$ cat src/rtl/result_tx_sequencer.sv
// Streams a zero-padded result buffer to a UART TX byte by byte: leading/embedded 0x00 skipped, stops at 0x0D (+ optional 0x0A).
// First tx_start 3 cycles after out_en rises; each byte waits for tx_ready to drop (accepted) and rise again (finished).
module result_tx_sequencer #(
    parameter int MAX_BYTES = 16,
    parameter bit APPEND_LF = 1'b1
) (
    input  logic                   clk,
    input  logic                   rst_n,
    input  logic                   out_en,
    input  logic [8*MAX_BYTES-1:0] out_buf,
    input  logic                   tx_ready,
    output logic [7:0]             tx_data,
    output logic                   tx_start,
    output logic                   sent,
    output logic                   busy
);
    localparam int               IDX_W   = $clog2(MAX_BYTES + 1);
    localparam logic [IDX_W-1:0] IDX_END = IDX_W'(MAX_BYTES);
    localparam logic [7:0]       CR      = 8'h0D;
    localparam logic [7:0]       LF      = 8'h0A;

    typedef enum logic [2:0] {
        IDLE, LOAD, SCAN, WAIT_ACK, WAIT_DONE, SEND_LF, DONE
    } state_t;

    state_t                 state_q;
    logic [8*MAX_BYTES-1:0] shift_q;
    logic [IDX_W-1:0]       idx_q;
    logic                   lf_pending_q;
    logic                   out_en_dly_q;
    logic [7:0]             tx_data_q;
    logic                   tx_start_q;
    logic                   sent_q;
    logic                   busy_q;

    logic                   start;
    logic [7:0]             cur_byte;

    assign start    = out_en & ~out_en_dly_q;
    // The byte under consideration is always the top of the shift register.
    assign cur_byte = shift_q[8*MAX_BYTES-1 -: 8];

    always_ff @(posedge clk or negedge rst_n) begin
        if (!rst_n) begin
            state_q      <= IDLE;
            shift_q      <= '0;
            idx_q        <= '0;
            lf_pending_q <= 1'b0;
            out_en_dly_q <= 1'b0;
            tx_data_q    <= 8'h00;
            tx_start_q   <= 1'b0;
            sent_q       <= 1'b0;
            busy_q       <= 1'b0;
        end else begin
            out_en_dly_q <= out_en;
            tx_start_q   <= 1'b0;
            sent_q       <= 1'b0;
            case (state_q)
                IDLE: begin
                    if (start) begin
                        state_q <= LOAD;
                        busy_q  <= 1'b1;
                    end
                end
                LOAD: begin
                    shift_q      <= out_buf;
                    idx_q        <= '0;
                    lf_pending_q <= 1'b0;
                    state_q      <= SCAN;
                end
                SCAN: begin
                    if (idx_q == IDX_END) begin
                        state_q <= DONE;
                        sent_q  <= 1'b1;
                    end else if (cur_byte == 8'h00) begin
                        shift_q <= shift_q << 8;
                        idx_q   <= idx_q + 1'b1;
                    end else if (tx_ready) begin
                        tx_data_q  <= cur_byte;
                        tx_start_q <= 1'b1;
                        state_q    <= WAIT_ACK;
                    end
                end
                WAIT_ACK: begin
                    if (!tx_ready) state_q <= WAIT_DONE;
                end
                WAIT_DONE: begin
                    // cur_byte is not shifted out until its transmission finishes.
                    if (tx_ready) begin
                        if (lf_pending_q || (cur_byte == CR && !APPEND_LF)) begin
                            state_q <= DONE;
                            sent_q  <= 1'b1;
                        end else if (cur_byte == CR) begin
                            state_q <= SEND_LF;
                        end else begin
                            shift_q <= shift_q << 8;
                            idx_q   <= idx_q + 1'b1;
                            state_q <= SCAN;
                        end
                    end
                end
                SEND_LF: begin
                    if (tx_ready) begin
                        tx_data_q    <= LF;
                        tx_start_q   <= 1'b1;
                        lf_pending_q <= 1'b1;
                        state_q      <= WAIT_ACK;
                    end
                end
                DONE: begin
                    state_q <= IDLE;
                    busy_q  <= 1'b0;
                end
                default: begin
                    state_q <= IDLE;
                    busy_q  <= 1'b0;
                end
            endcase
        end
    end

    assign tx_data  = tx_data_q;
    assign tx_start = tx_start_q;
    assign sent     = sent_q;
    assign busy     = busy_q;

endmodule

$ cat config.mk
export PLATFORM = sky130hd
export DESIGN_NAME = result_tx_sequencer
export DESIGN_NICKNAME = d
export VERILOG_FILES = /design/src/rtl/result_tx_sequencer.sv
export SDC_FILE = /design/constraint.sdc
export NUM_CORES = 1
export LEC_CHECK = 0
export ABC_AREA = 1
export BUFFER_PORTS_ARGS = -buffer_cell sky130_fd_sc_hd__buf_2
export CAP_MARGIN = 20
export CORE_MARGIN = 8
export CORE_UTILIZATION = 57
export DETAILED_ROUTE_END_ITERATION = 6
export GPL_ROUTABILITY_DRIVEN = 0
export PLACE_DENSITY = 0.79
export SLEW_MARGIN = 20
export SYNTH_ARGS = -nofsm -noshare
export SYNTH_HDL_FRONTEND = slang
export SYNTH_SLANG_ARGS = --single-unit
$ cat constraint.sdc
create_clock -name clk -period 3.1 [get_ports clk]
set_input_delay 0.93 -clock clk [delete_from_list [all_inputs] [get_ports clk]]
set_output_delay 0.93 -clock clk [all_outputs]
set_load 0.02 [all_outputs]
==> results by group <==
Floorplan
  • Die span in x: between 100 and 150 um
  • Die boundary height: 133 um
  • Starting density of the core: a little under three fifths
  • DIE AREA: 17800 sq um
  • Core Region: 13700 sq um
  • Ports: 143
  • Core Rows: 43

Final layout
  • Net count of the finished layout: about 1300
  • Area growth, synth to finish: 16.6%
  • Antenna Diode Count: 0
  • Share of cells above drive strength 1: around 16%

Logic synthesis
  • Netlist cell types: 22
  • Most numerous cell in the Yosys netlist: sky130_fd_sc_hd__nand2_1
  • Leading register cell type out of synthesis: sky130_fd_sc_hd__dfrtp_1
  • Sequential fraction of the synthesis area: 47.4%
  • Syn Nets: approximately 1300
  • Area leader, netlist: sky130_fd_sc_hd__dfrtp_1
  • Synth Register Bits: 149
  • Share of flip-flops with an asynchronous set or reset: 100%
  • Syn Std Cell Area: 7860 sq um
  • Yosys synthesis warning count: 0
  • Biggest area contributors in the synthesized netlist: sky130_fd_sc_hd__dfrtp_1 (47%), sky130_fd_sc_hd__nand2_1 (33%), sky130_fd_sc_hd__nand4_1 (10%)
  • Fraction of post-synthesis cell area in the top cell type by area: a little under half
  • Mean post-synth cell area: 7.03 sq um
  • Post-synth top cells: sky130_fd_sc_hd__nand2_1 (684), sky130_fd_sc_hd__dfrtp_1 (149), sky130_fd_sc_hd__nand4_1 (131)
  • Number of cells produced by synthesis: 1119
  • Number of flops mapped to enable cells by yosys: 0

Clock tree
  • Clock buffers created by TritonCTS: 17
  • TritonCTS clock tree: built
  • Number of clock sinks: between 100 and 150
  • Max clock buf depth: 2
  • Hold Buf Count CTS: 0
  • PostCTS Resize Cnt: 0
  • Post CTS Setup Buffer Count: 0
  • Maximum level of the CTS H-tree: 4
  • Worst-path clk slew: 60 ps
  • Latest clock arrival within the worst-skew pair: 430 ps
  • Buffer type at the clock tree root: sky130_fd_sc_hd__clkbuf_16

Min path
  • Hold_sp: shift_q[48]
  • Worst hold path class: reg2reg
  • End of the worst hold path: shift_q[48]
  • Number of stages on the worst hold path: 2

Setup path
  • Arrival time of the worst setup path: 2620 ps
  • Worst setup slack for register-to-register paths: 840 ps
  • Reg-to-reg critical path endpoint: shift_q[127]
  • Launch instance of the worst register-to-register path: state_q[1]
  • Type of element launching the critical path: flop
  • CP Capture Type: flop
  • Critical path start-end classification: reg2reg
  • Largest fanout on the critical path: 70
  • Depth of the worst register-to-register path: 10
  • Data required time at the worst endpoint: 3460 ps

Detailed routing
  • Number of iterations in the first detailed-routing pass: 5
  • Total DRC errors in the routed layout: 0
  • Avg Vias per Cell: around 5.4
  • Total routed wirelength: 20.3 mm
  • DRT antenna net count: 0
  • WL/cell: 14.4 um
  • Number of vias after detailed routing: 7572
  • Initial detailed-routing violation count: 848

STA
  • Number of setup violations in the final report: 0
  • Fin Hold WS: 468 ps
  • Total negative slack for setup checks: 0 ps
  • Final critical-path share of the clock period: 72.9%
  • Max frequency: 443 MHz
  • Transition time at the pin with the least slew margin: 701 ps
  • Setup skew after layout: 7.64 ps
  • RSZ-0062 raised after global routing: no
  • Final min period: 2260 ps
  • Final Hold Fails: 0
  • Worst-case headroom to the max-slew limit: 53.3%
  • Fin. max-slew vios: 0

Power
  • Static Leak: 0.00530 uW
  • Power per cell area: between 1000 and 1500 nW/um^2
  • VDD IR max: 0.000745 V

Status
  • Status: finished clean

Global routing
  • Initial antenna violation count: 0
  • Overall track demand over capacity in global routing: ~23%
  • First-pass GRT wire length: roughly 34 mm
  • Pin count of the biggest net entering global routing: 126
  • Number of global-route vias before repair: 7413
  • Total congestion overflow: 0

Place
  • HPWL reported at the end of detailed placement: 12.5 mm
  • # port buffers: about 140

Run
  • Max-Cap Viols: 0
metrics by stage:
step / instance area, sq um / setup slack (ps) / util (%) / cells / power, uW
finish: 9170 / 840 / 67.1 / 1403 / 10400
CTS: 9170 / 839 / 67.1 / 1403 / 10400
detailed placement: 8630 / 733 / 63.1 / 1373 / 8470
global placement: 8630 / 777 / 63.1 / 1373 / 8350
global route: 9170 / 583 / 67.1 / 1403 / 11300
floorplan: 7860 / 1250 / - / 1119 / 7280
routing by layer:
layer,share of wire [%],track usage [%],wire [um],vias to the layer above
li1,-,-,-,3770
met1,44,29.1,8950,3548
met2,49,37.5,9840,227
met3,5.7,6.48,1150,27
met4,1.6,7.61,316,0
met5,0,0,0,-
critical path: stages (launching register included):
cell                      delay [ps]
sky130_fd_sc_hd__dfrtp_1         440
sky130_fd_sc_hd__inv_2           140
sky130_fd_sc_hd__nand2_1          60
sky130_fd_sc_hd__nor2_1          300
sky130_fd_sc_hd__nand2_1         170
sky130_fd_sc_hd__nand2_1         150
sky130_fd_sc_hd__nor2_4           60
sky130_fd_sc_hd__nand3_4         310
sky130_fd_sc_hd__buf_12          340
sky130_fd_sc_hd__nand2_1         110
sky130_fd_sc_hd__nand2_1          80
cells by family (layout without fill, tap and decap cells):
family	Yosys count	after routing	synth area share (%)
AO/OA/AOI/OAI	14	14	0.939
flip-flops	149	149	47.4
adder cells (fa/ha/maj)	2	2	0.318
AND/OR/NAND/NOR	851	851	45.2
XOR/XNOR	1	1	0.111
buffers and inverters	102	206	5.98
state kept, by name, summed over array words and instances, names as in the netlist:
register,count
busy,1
idx_q,5
lf_pending_q,1
out_en_dly_q,1
sent,1
shift_q,128
state_q,3
tx_data,8
tx_start,1
power breakdown:
part / switching (uW) / internal, uW / leakage (uW) / total, uW
Clock: 764 / 1140 / 0.000272 / 1900
Sequential: 489 / 2850 / 0.00189 / 3340
Combinational: 3520 / 1620 / 0.00313 / 5140
area by class of cell:
type | count | area [sq um]
clock inverter | 4 | 20.0
inverter | 19 | 71.3
clock buffer | 26 | 519
sequential | 149 | 3730
multi-input combinational | 868 | 3700
tap | 180 | 225
fill | 1257 | 4500
timing repair buffer | 157 | 905
cell usage in the layout (no fill, tap or decap), drive strengths merged:
| cell type | netlist | layout |
|---|---|---|
| ha | 2 | 2 |
| o21ai | 11 | 11 |
| nor2 | 22 | 22 |
| o22ai | 1 | 1 |
| a21oi | 1 | 1 |
| nor3 | 3 | 3 |
| xnor2 | 1 | 1 |
| o31ai | 1 | 1 |
| dfrtp | 149 | 149 |
| nand4 | 131 | 131 |
| clkinv | 0 | 4 |
| inv | 19 | 19 |
| nand3 | 11 | 11 |
| nand2 | 684 | 684 |
| clkbuf | 48 | 26 |
| buf | 35 | 157 |
how the worst max path moves through the flow:
stage,to,slack (ps),depth (start not counted),from
final,shift_q[127],840,10,state_q[1]
after global routing,shift_q[74],580,10,state_q[1]
after CTS,shift_q[127],840,10,state_q[1]
after detailed placement,shift_q[83],730,7,tx_ready
after global placement,shift_q[124],780,7,tx_ready
after floorplan,idx_q[2],1250,7,tx_ready
Power figures use the tool's default switching activity.
